--- config.mk ---
export PLATFORM = sky130hd
export DESIGN_NAME = uart_cmd_slv
export DESIGN_NICKNAME = d
export VERILOG_FILES = /design/src/rtl/uart_cmd_pkg.sv /design/src/rtl/uart.sv /design/src/rtl/uart_cmd_slv.sv
export SDC_FILE = /design/constraint.sdc
export NUM_CORES = 1
export LEC_CHECK = 0
export ABC_CLOCK_PERIOD_IN_PS = 2400
export CAP_MARGIN = 20
export CORE_MARGIN = 4
export CORE_UTILIZATION = 58
export DETAILED_ROUTE_END_ITERATION = 12
export PLACE_DENSITY_LB_ADDON = 0.25
export REMOVE_ABC_BUFFERS = 1
export SLEW_MARGIN = 20
export SYNTH_ARGS = -nofsm -noshare
export SYNTH_HDL_FRONTEND = slang
export SYNTH_SLANG_ARGS = --single-unit
--- constraint.sdc ---
create_clock -name clk -period 2.4 [get_ports clk]
set_clock_uncertainty 0.2 [all_clocks]
set_input_delay 0.48 -clock clk [delete_from_list [all_inputs] [get_ports clk]]
set_output_delay 0.48 -clock clk [all_outputs]
set_load 0.02 [all_outputs]
--- src/rtl/uart_cmd_pkg.sv ---
// Shared types and constants for the serial command slave.
// Holds FSM state encodings, command byte count and default timing.
package uart_cmd_pkg;

    localparam int CMD_BYTES   = 3;
    localparam int CMD_W       = 8 * CMD_BYTES;

    // 20 ms inter-byte window at 50 MHz
    localparam int TIMEOUT_DEF = 1_000_000;

    // 50 MHz / 115200 baud
    localparam int BAUD_DEF    = 434;

    typedef logic [1:0] rx_state_t;
    localparam rx_state_t RX_HI  = 2'd0;
    localparam rx_state_t RX_MID = 2'd1;
    localparam rx_state_t RX_LO  = 2'd2;

    typedef logic [0:0] tx_state_t;
    localparam tx_state_t TX_IDLE = 1'b0;
    localparam tx_state_t TX_BUSY = 1'b1;

endpackage

--- src/rtl/uart.sv ---
// 8N1 UART transceiver, BAUD_DIV clocks per bit.
// Ports: RX/TX serial, rx_data/rdy/clr_rdy receive, tx_data/trmt/tx_done send.
module uart #(
    parameter int BAUD_DIV = 434
) (
    input  logic       clk,
    input  logic       rst_n,
    input  logic       RX,
    output logic       TX,
    output logic [7:0] rx_data,
    output logic       rdy,
    input  logic       clr_rdy,
    input  logic [7:0] tx_data,
    input  logic       trmt,
    output logic       tx_done
);

    localparam int BW = (BAUD_DIV > 2) ? $clog2(BAUD_DIV) : 1;

    logic [9:0]    tx_sh;
    logic [3:0]    tx_cnt;
    logic [BW-1:0] tx_baud;
    logic          tx_busy;

    assign TX = tx_sh[0];

    always_ff @(posedge clk or negedge rst_n) begin
        if (!rst_n) begin
            tx_sh   <= '1;
            tx_cnt  <= '0;
            tx_baud <= '0;
            tx_busy <= 1'b0;
            tx_done <= 1'b0;
        end else begin
            tx_done <= 1'b0;
            if (trmt) begin
                tx_sh   <= {1'b1, tx_data, 1'b0};
                tx_cnt  <= '0;
                tx_baud <= '0;
                tx_busy <= 1'b1;
            end else if (tx_busy) begin
                if (tx_baud == BW'(BAUD_DIV - 1)) begin
                    tx_baud <= '0;
                    tx_sh   <= {1'b1, tx_sh[9:1]};
                    if (tx_cnt == 4'd9) begin
                        tx_busy <= 1'b0;
                        tx_done <= 1'b1;
                    end else begin
                        tx_cnt <= tx_cnt + 4'd1;
                    end
                end else begin
                    tx_baud <= tx_baud + 1'b1;
                end
            end
        end
    end

    logic          rx_s1;
    logic          rx_s2;
    logic          rx_busy;
    logic [3:0]    rx_cnt;
    logic [BW-1:0] rx_baud;
    logic [7:0]    rx_sh;

    // Start bit edge preloads half a bit so every sample lands mid-bit.
    always_ff @(posedge clk or negedge rst_n) begin
        if (!rst_n) begin
            rx_s1   <= 1'b1;
            rx_s2   <= 1'b1;
            rx_busy <= 1'b0;
            rx_cnt  <= '0;
            rx_baud <= '0;
            rx_sh   <= '0;
            rx_data <= '0;
            rdy     <= 1'b0;
        end else begin
            rx_s1 <= RX;
            rx_s2 <= rx_s1;
            if (clr_rdy)
                rdy <= 1'b0;
            if (!rx_busy) begin
                if (!rx_s2) begin
                    rx_busy <= 1'b1;
                    rx_cnt  <= '0;
                    rx_baud <= BW'(BAUD_DIV / 2);
                end
            end else if (rx_baud == BW'(BAUD_DIV - 1)) begin
                rx_baud <= '0;
                if (rx_cnt == 4'd9) begin
                    rx_busy <= 1'b0;
                    rx_data <= rx_sh;
                    rdy     <= 1'b1;
                end else begin
                    rx_sh  <= {rx_s2, rx_sh[7:1]};
                    rx_cnt <= rx_cnt + 4'd1;
                end
            end else begin
                rx_baud <= rx_baud + 1'b1;
            end
        end
    end

endmodule

--- src/rtl/uart_cmd_slv.sv ---
// Remote command receiver: 3 bytes MSB first -> 24-bit cmd, 1-byte response.
// Ports: RX/TX serial, cmd/cmd_rdy/clr_cmd_rdy, resp/send_resp/resp_sent.
module uart_cmd_slv
    import uart_cmd_pkg::*;
#(
    parameter int TIMEOUT_CYC = TIMEOUT_DEF,
    parameter int BAUD_DIV    = BAUD_DEF
) (
    input  logic             clk,
    input  logic             rst_n,
    input  logic             RX,
    output logic             TX,
    output logic [CMD_W-1:0] cmd,
    output logic             cmd_rdy,
    input  logic             clr_cmd_rdy,
    input  logic [7:0]       resp,
    input  logic             send_resp,
    output logic             resp_sent
);

    localparam int TO_W = $clog2(TIMEOUT_CYC + 1);

    logic [7:0] rx_data;
    logic       rx_rdy;
    logic       trmt;
    logic       tx_done;

    uart #(
        .BAUD_DIV (BAUD_DIV)
    ) u_uart (
        .clk     (clk),
        .rst_n   (rst_n),
        .RX      (RX),
        .TX      (TX),
        .rx_data (rx_data),
        .rdy     (rx_rdy),
        .clr_rdy (rx_rdy),
        .tx_data (resp),
        .trmt    (trmt),
        .tx_done (tx_done)
    );

    rx_state_t   rx_state;
    logic [7:0]  hi_byte;
    logic [7:0]  mid_byte;
    logic [TO_W-1:0] to_cnt;
    logic        done3;

    assign done3 = rx_rdy && (rx_state == RX_LO);

    // A byte in the expiry cycle wins over the timeout.
    always_ff @(posedge clk or negedge rst_n) begin
        if (!rst_n) begin
            rx_state <= RX_HI;
            hi_byte  <= '0;
            mid_byte <= '0;
            to_cnt   <= '0;
            cmd      <= '0;
        end else if (rx_rdy) begin
            to_cnt <= '0;
            unique case (rx_state)
                RX_HI: begin
                    hi_byte  <= rx_data;
                    rx_state <= RX_MID;
                end
                RX_MID: begin
                    mid_byte <= rx_data;
                    rx_state <= RX_LO;
                end
                default: begin
                    cmd      <= {hi_byte, mid_byte, rx_data};
                    rx_state <= RX_HI;
                end
            endcase
        end else if (rx_state == RX_HI) begin
            to_cnt <= '0;
        end else if (to_cnt == TO_W'(TIMEOUT_CYC - 1)) begin
            to_cnt   <= '0;
            rx_state <= RX_HI;
        end else begin
            to_cnt <= to_cnt + 1'b1;
        end
    end

    always_ff @(posedge clk or negedge rst_n) begin
        if (!rst_n)
            cmd_rdy <= 1'b0;
        else if (done3)
            cmd_rdy <= 1'b1;
        else if (clr_cmd_rdy)
            cmd_rdy <= 1'b0;
    end

    tx_state_t tx_state;

    assign trmt = (tx_state == TX_IDLE) && send_resp;

    always_ff @(posedge clk or negedge rst_n) begin
        if (!rst_n) begin
            tx_state  <= TX_IDLE;
            resp_sent <= 1'b0;
        end else if (trmt) begin
            tx_state  <= TX_BUSY;
            resp_sent <= 1'b0;
        end else if ((tx_state == TX_BUSY) && tx_done) begin
            tx_state  <= TX_IDLE;
            resp_sent <= 1'b1;
        end
    end

endmodule

==> results of run 1 <==
final timing paths:
path / start / to / slack (ns)
max: u_uart.tx_sh[0]$_DFFE_PN1P_ / TX / 0.08
min: u_uart.rx_s1$_DFF_PN1_ / u_uart.rx_s2$_DFF_PN1_ / 0.16
max reg2reg: to_cnt[15]$_DFF_PN0_ / to_cnt[13]$_DFF_PN0_ / 0.13
min reg2reg: u_uart.rx_s1$_DFF_PN1_ / u_uart.rx_s2$_DFF_PN1_ / 0.16
max in group asynchronous: rst_n / u_uart.tx_sh[6]$_DFFE_PN1P_ / 1.11
min in group asynchronous: rst_n / u_uart.tx_cnt[3]$_DFFE_PN0P_ / 0.19
stage by stage:
| step | setup slack (ns) | util, % | hold slack (ns) | std cells | power, uW |
|---|---|---|---|---|---|
| 2_1_floorplan | 0.185 | - | -0.0156 | 439 | 2520 |
| 3_3_place_gp | 0.197 | 67.4 | 0.148 | 601 | 2640 |
| 3_5_place_dp | 0.0974 | 67.4 | 0.150 | 601 | 2670 |
| 4_1_cts | 0.0506 | 73.5 | 0.154 | 634 | 4930 |
| 5_1_grt | 0.0235 | 73.5 | 0.153 | 634 | 5110 |
| 6_report | 0.0752 | 73.5 | 0.157 | 634 | 4890 |
flip-flops by register name, summed over array words and instances, names as in the netlist, 2 cells and up:
| register | count |
|---|---|
| cmd | 24 |
| to_cnt | 20 |
| u_uart.rx_baud | 9 |
| u_uart.tx_baud | 9 |
| u_uart.tx_sh | 9 |
| hi_byte | 8 |
| mid_byte | 8 |
| u_uart.rx_data | 8 |
| u_uart.rx_sh | 8 |
| u_uart.rx_cnt | 4 |
| u_uart.tx_cnt | 4 |
| rx_state | 2 |
per-layer routing:
layer,GRT usage (%),wire (um),up-vias
li1,-,-,1744
met1,27.0,4480,1868
met2,34.7,5390,59
met3,6.02,382,18
met4,7.60,164,0
met5,0,0,-
final cells by class:
| cell class | count | area, um^2 |
|---|---|---|
| timing repair buffer | 55 | 536 |
| inverter | 13 | 48.8 |
| sequential | 122 | 3070 |
| fill | 622 | 2340 |
| clock buffer | 18 | 418 |
| tap | 108 | 135 |
| clock inverter | 14 | 111 |
| multi-input combinational | 304 | 2190 |
synth_stat cells (2+ instances only):
cell and n:
dfrtp_1 111, nand2b_1 5, o21ai_0 18, nand3b_1 5, and3_1 5, mux2_2 56, or4b_1 2, a31o_2 2
o22ai_1 2, nor2_1 35, a311oi_1 2, a22oi_1 2, and2_1 3, inv_1 13, or3_1 9, o31ai_1 4
nor3_1 7, ha_1 9, a211oi_1 3, nand3_1 18, a31oi_1 2, buf_2 5, nor3b_1 2, nand4_1 5
xor2_1 8, dfstp_2 11, xnor2_1 9, nor2b_1 2, or2_2 4, nand2_1 21, nor4_1 3, or4_1 6
a21oi_1 30, mux2i_1 9, clkbuf_1 12
power breakdown:
group | internal [uW] | total, uW | switching (uW)
sequential | 2210 | 2330 | 123
clock | 1290 | 2250 | 965
combinational | 142 | 308 | 165
total | 3630 | 4890 | 1250
repair_timing:
action	4_1_cts	5_1_grt
endpoints found under the hold margin	88	0
endpoints found under the setup margin	0	8
hold buffers	1	0
resized for setup	0	1
setup buffers	0	0
kinds of logic (layout without fill, tap and decap cells):
group | count (synthesis) | in the layout | share of synthesized area, %
compound gates | 73 | 73 | 8.08
xor+xnor | 17 | 17 | 2.77
fa+ha+maj | 9 | 9 | 2.10
buf+inv | 30 | 100 | 2.21
flops | 122 | 122 | 57.1
mux | 65 | 65 | 13.4
simple gates | 140 | 140 | 14.3
==> impl_metrics.yaml, run 1 <==
outcome:
  status: "complete, no violations"
synthesis:
  yosys_warnings: 0
  syn_inst: 456
  synth.distinct_cells: 51
  synth_area_um2: 5370
  synth_top_area_share_pct: 51.7
  yosys.area.top_type: "dfrtp_1"
  ys_seq_area_share_pct: 57.1
  synth_ff_type: "dfrtp_1"
  synth_edf_count: 0
  synthTopCellsByArea: "dfrtp_1, mux2_2, dfstp_2"
  syn_area_per_cell_um2: 11.8
  postSynth.asyncResetShare_pct: 100
  ys_ff_latch: 122
clock_tree:
  path_clk_slew_ns: 0.06
  cts_buffers: 17
  cts-root-buf: "clkbuf_8"
  clk_latency_ns: 0.52
  clockBufferDepth: 2
  cts_htree_levels: 4
  cts_sinks: 122
  cts_tree: "yes"
global_routing:
  overflow: 0
  grt_max_degree: 61
  grt_use_total_pct: 21.2
  grt_pass1_wl_mm: 18.6
  grt_pass1_vias: 3824
  grt_antenna_before_repair: 0
pwr:
  power_density_nw_per_um2: 752
  leakagePower_uw: 0.00294
  peakVddDrop_uv: 417
setup_path:
  worstSetupEndpointType: "primary output"
  r2r_cells: 5
  required_ns: 1.72
  worst-path-buf-inv: 1
  crit_family: "buffers and inverters"
  crit_cells: 1
  crit_arrival_ns: 1.64
  path_cells: "clkdlybuf4s50_1"
  start_kind: "flip-flop"
  crit_fanout: 2
  cpPeakStageDelay_ns: 0.60
  criticalPathCategory: "flip-flop to primary output"
  crit_slowest_cell: "clkdlybuf4s50_1"
layout:
  final_common_cell: "dfrtp_1"
  final_cell_mix: "dfrtp_1, mux2_2, clkdlybuf4s50_1"
  drive_above_1_share_pct: 24.3
  fin_area_um2: 6500
  layout.nets: 535
  area_growth_pct: 21.1
  antenna_cells: 0
flow_run:
  maxCapViolCount: 0
route:
  ant_nets: 0
  wl_per_cell_um: 16.4
  routed_wl_mm: 10.4
  vias_per_cell: 5.82
  drt_iter0_drc: 160
  drt-pass1-iter-count: 4
  drc: 0
  via_count: 3689
timing:
  slew_headroom_pct: 61.9
  finalSetupViolCount: 0
  finalMaxSlewViolations: 0
  tns_ns: 0
  period_needed_ns: 2.32
  grt_setup_unrepaired: "false"
  hold_violations: 0
  worst_pin_slew_ns: 0.566
  fin_crit_sh_pct: 96.9
  fmax_mhz: 430
placement:
  place_congestion: 0.866
  io_buffer_count: 39
  hpwl_mm: 7.04
  place_area_um2: 5960
floorplanning:
  row_count: 34
  die_w_um: 104
  coreArea_um2: 8850
  initial_core_util_pct: 60.7
  die_h_um: 104
  io_pins: 40
  dieArea_um2: 10900
worst_hold_path:
  hold_class: "flip-flop to flip-flop"
  holdPathStages: 0
(Power assumes the default switching activity.)
==> run 2, diff against run 1 <==
- SLEW_MARGIN: 20 -> 10
==> results of run 2 <==
The final DEF is identical to that of run 1; final timing and power are the same.
==> run 3, diff against run 2 <==
- TNS_END_PERCENT: unset -> 100
==> results of run 3 <==
The final DEF is identical to that of run 1; final timing and power are the same.
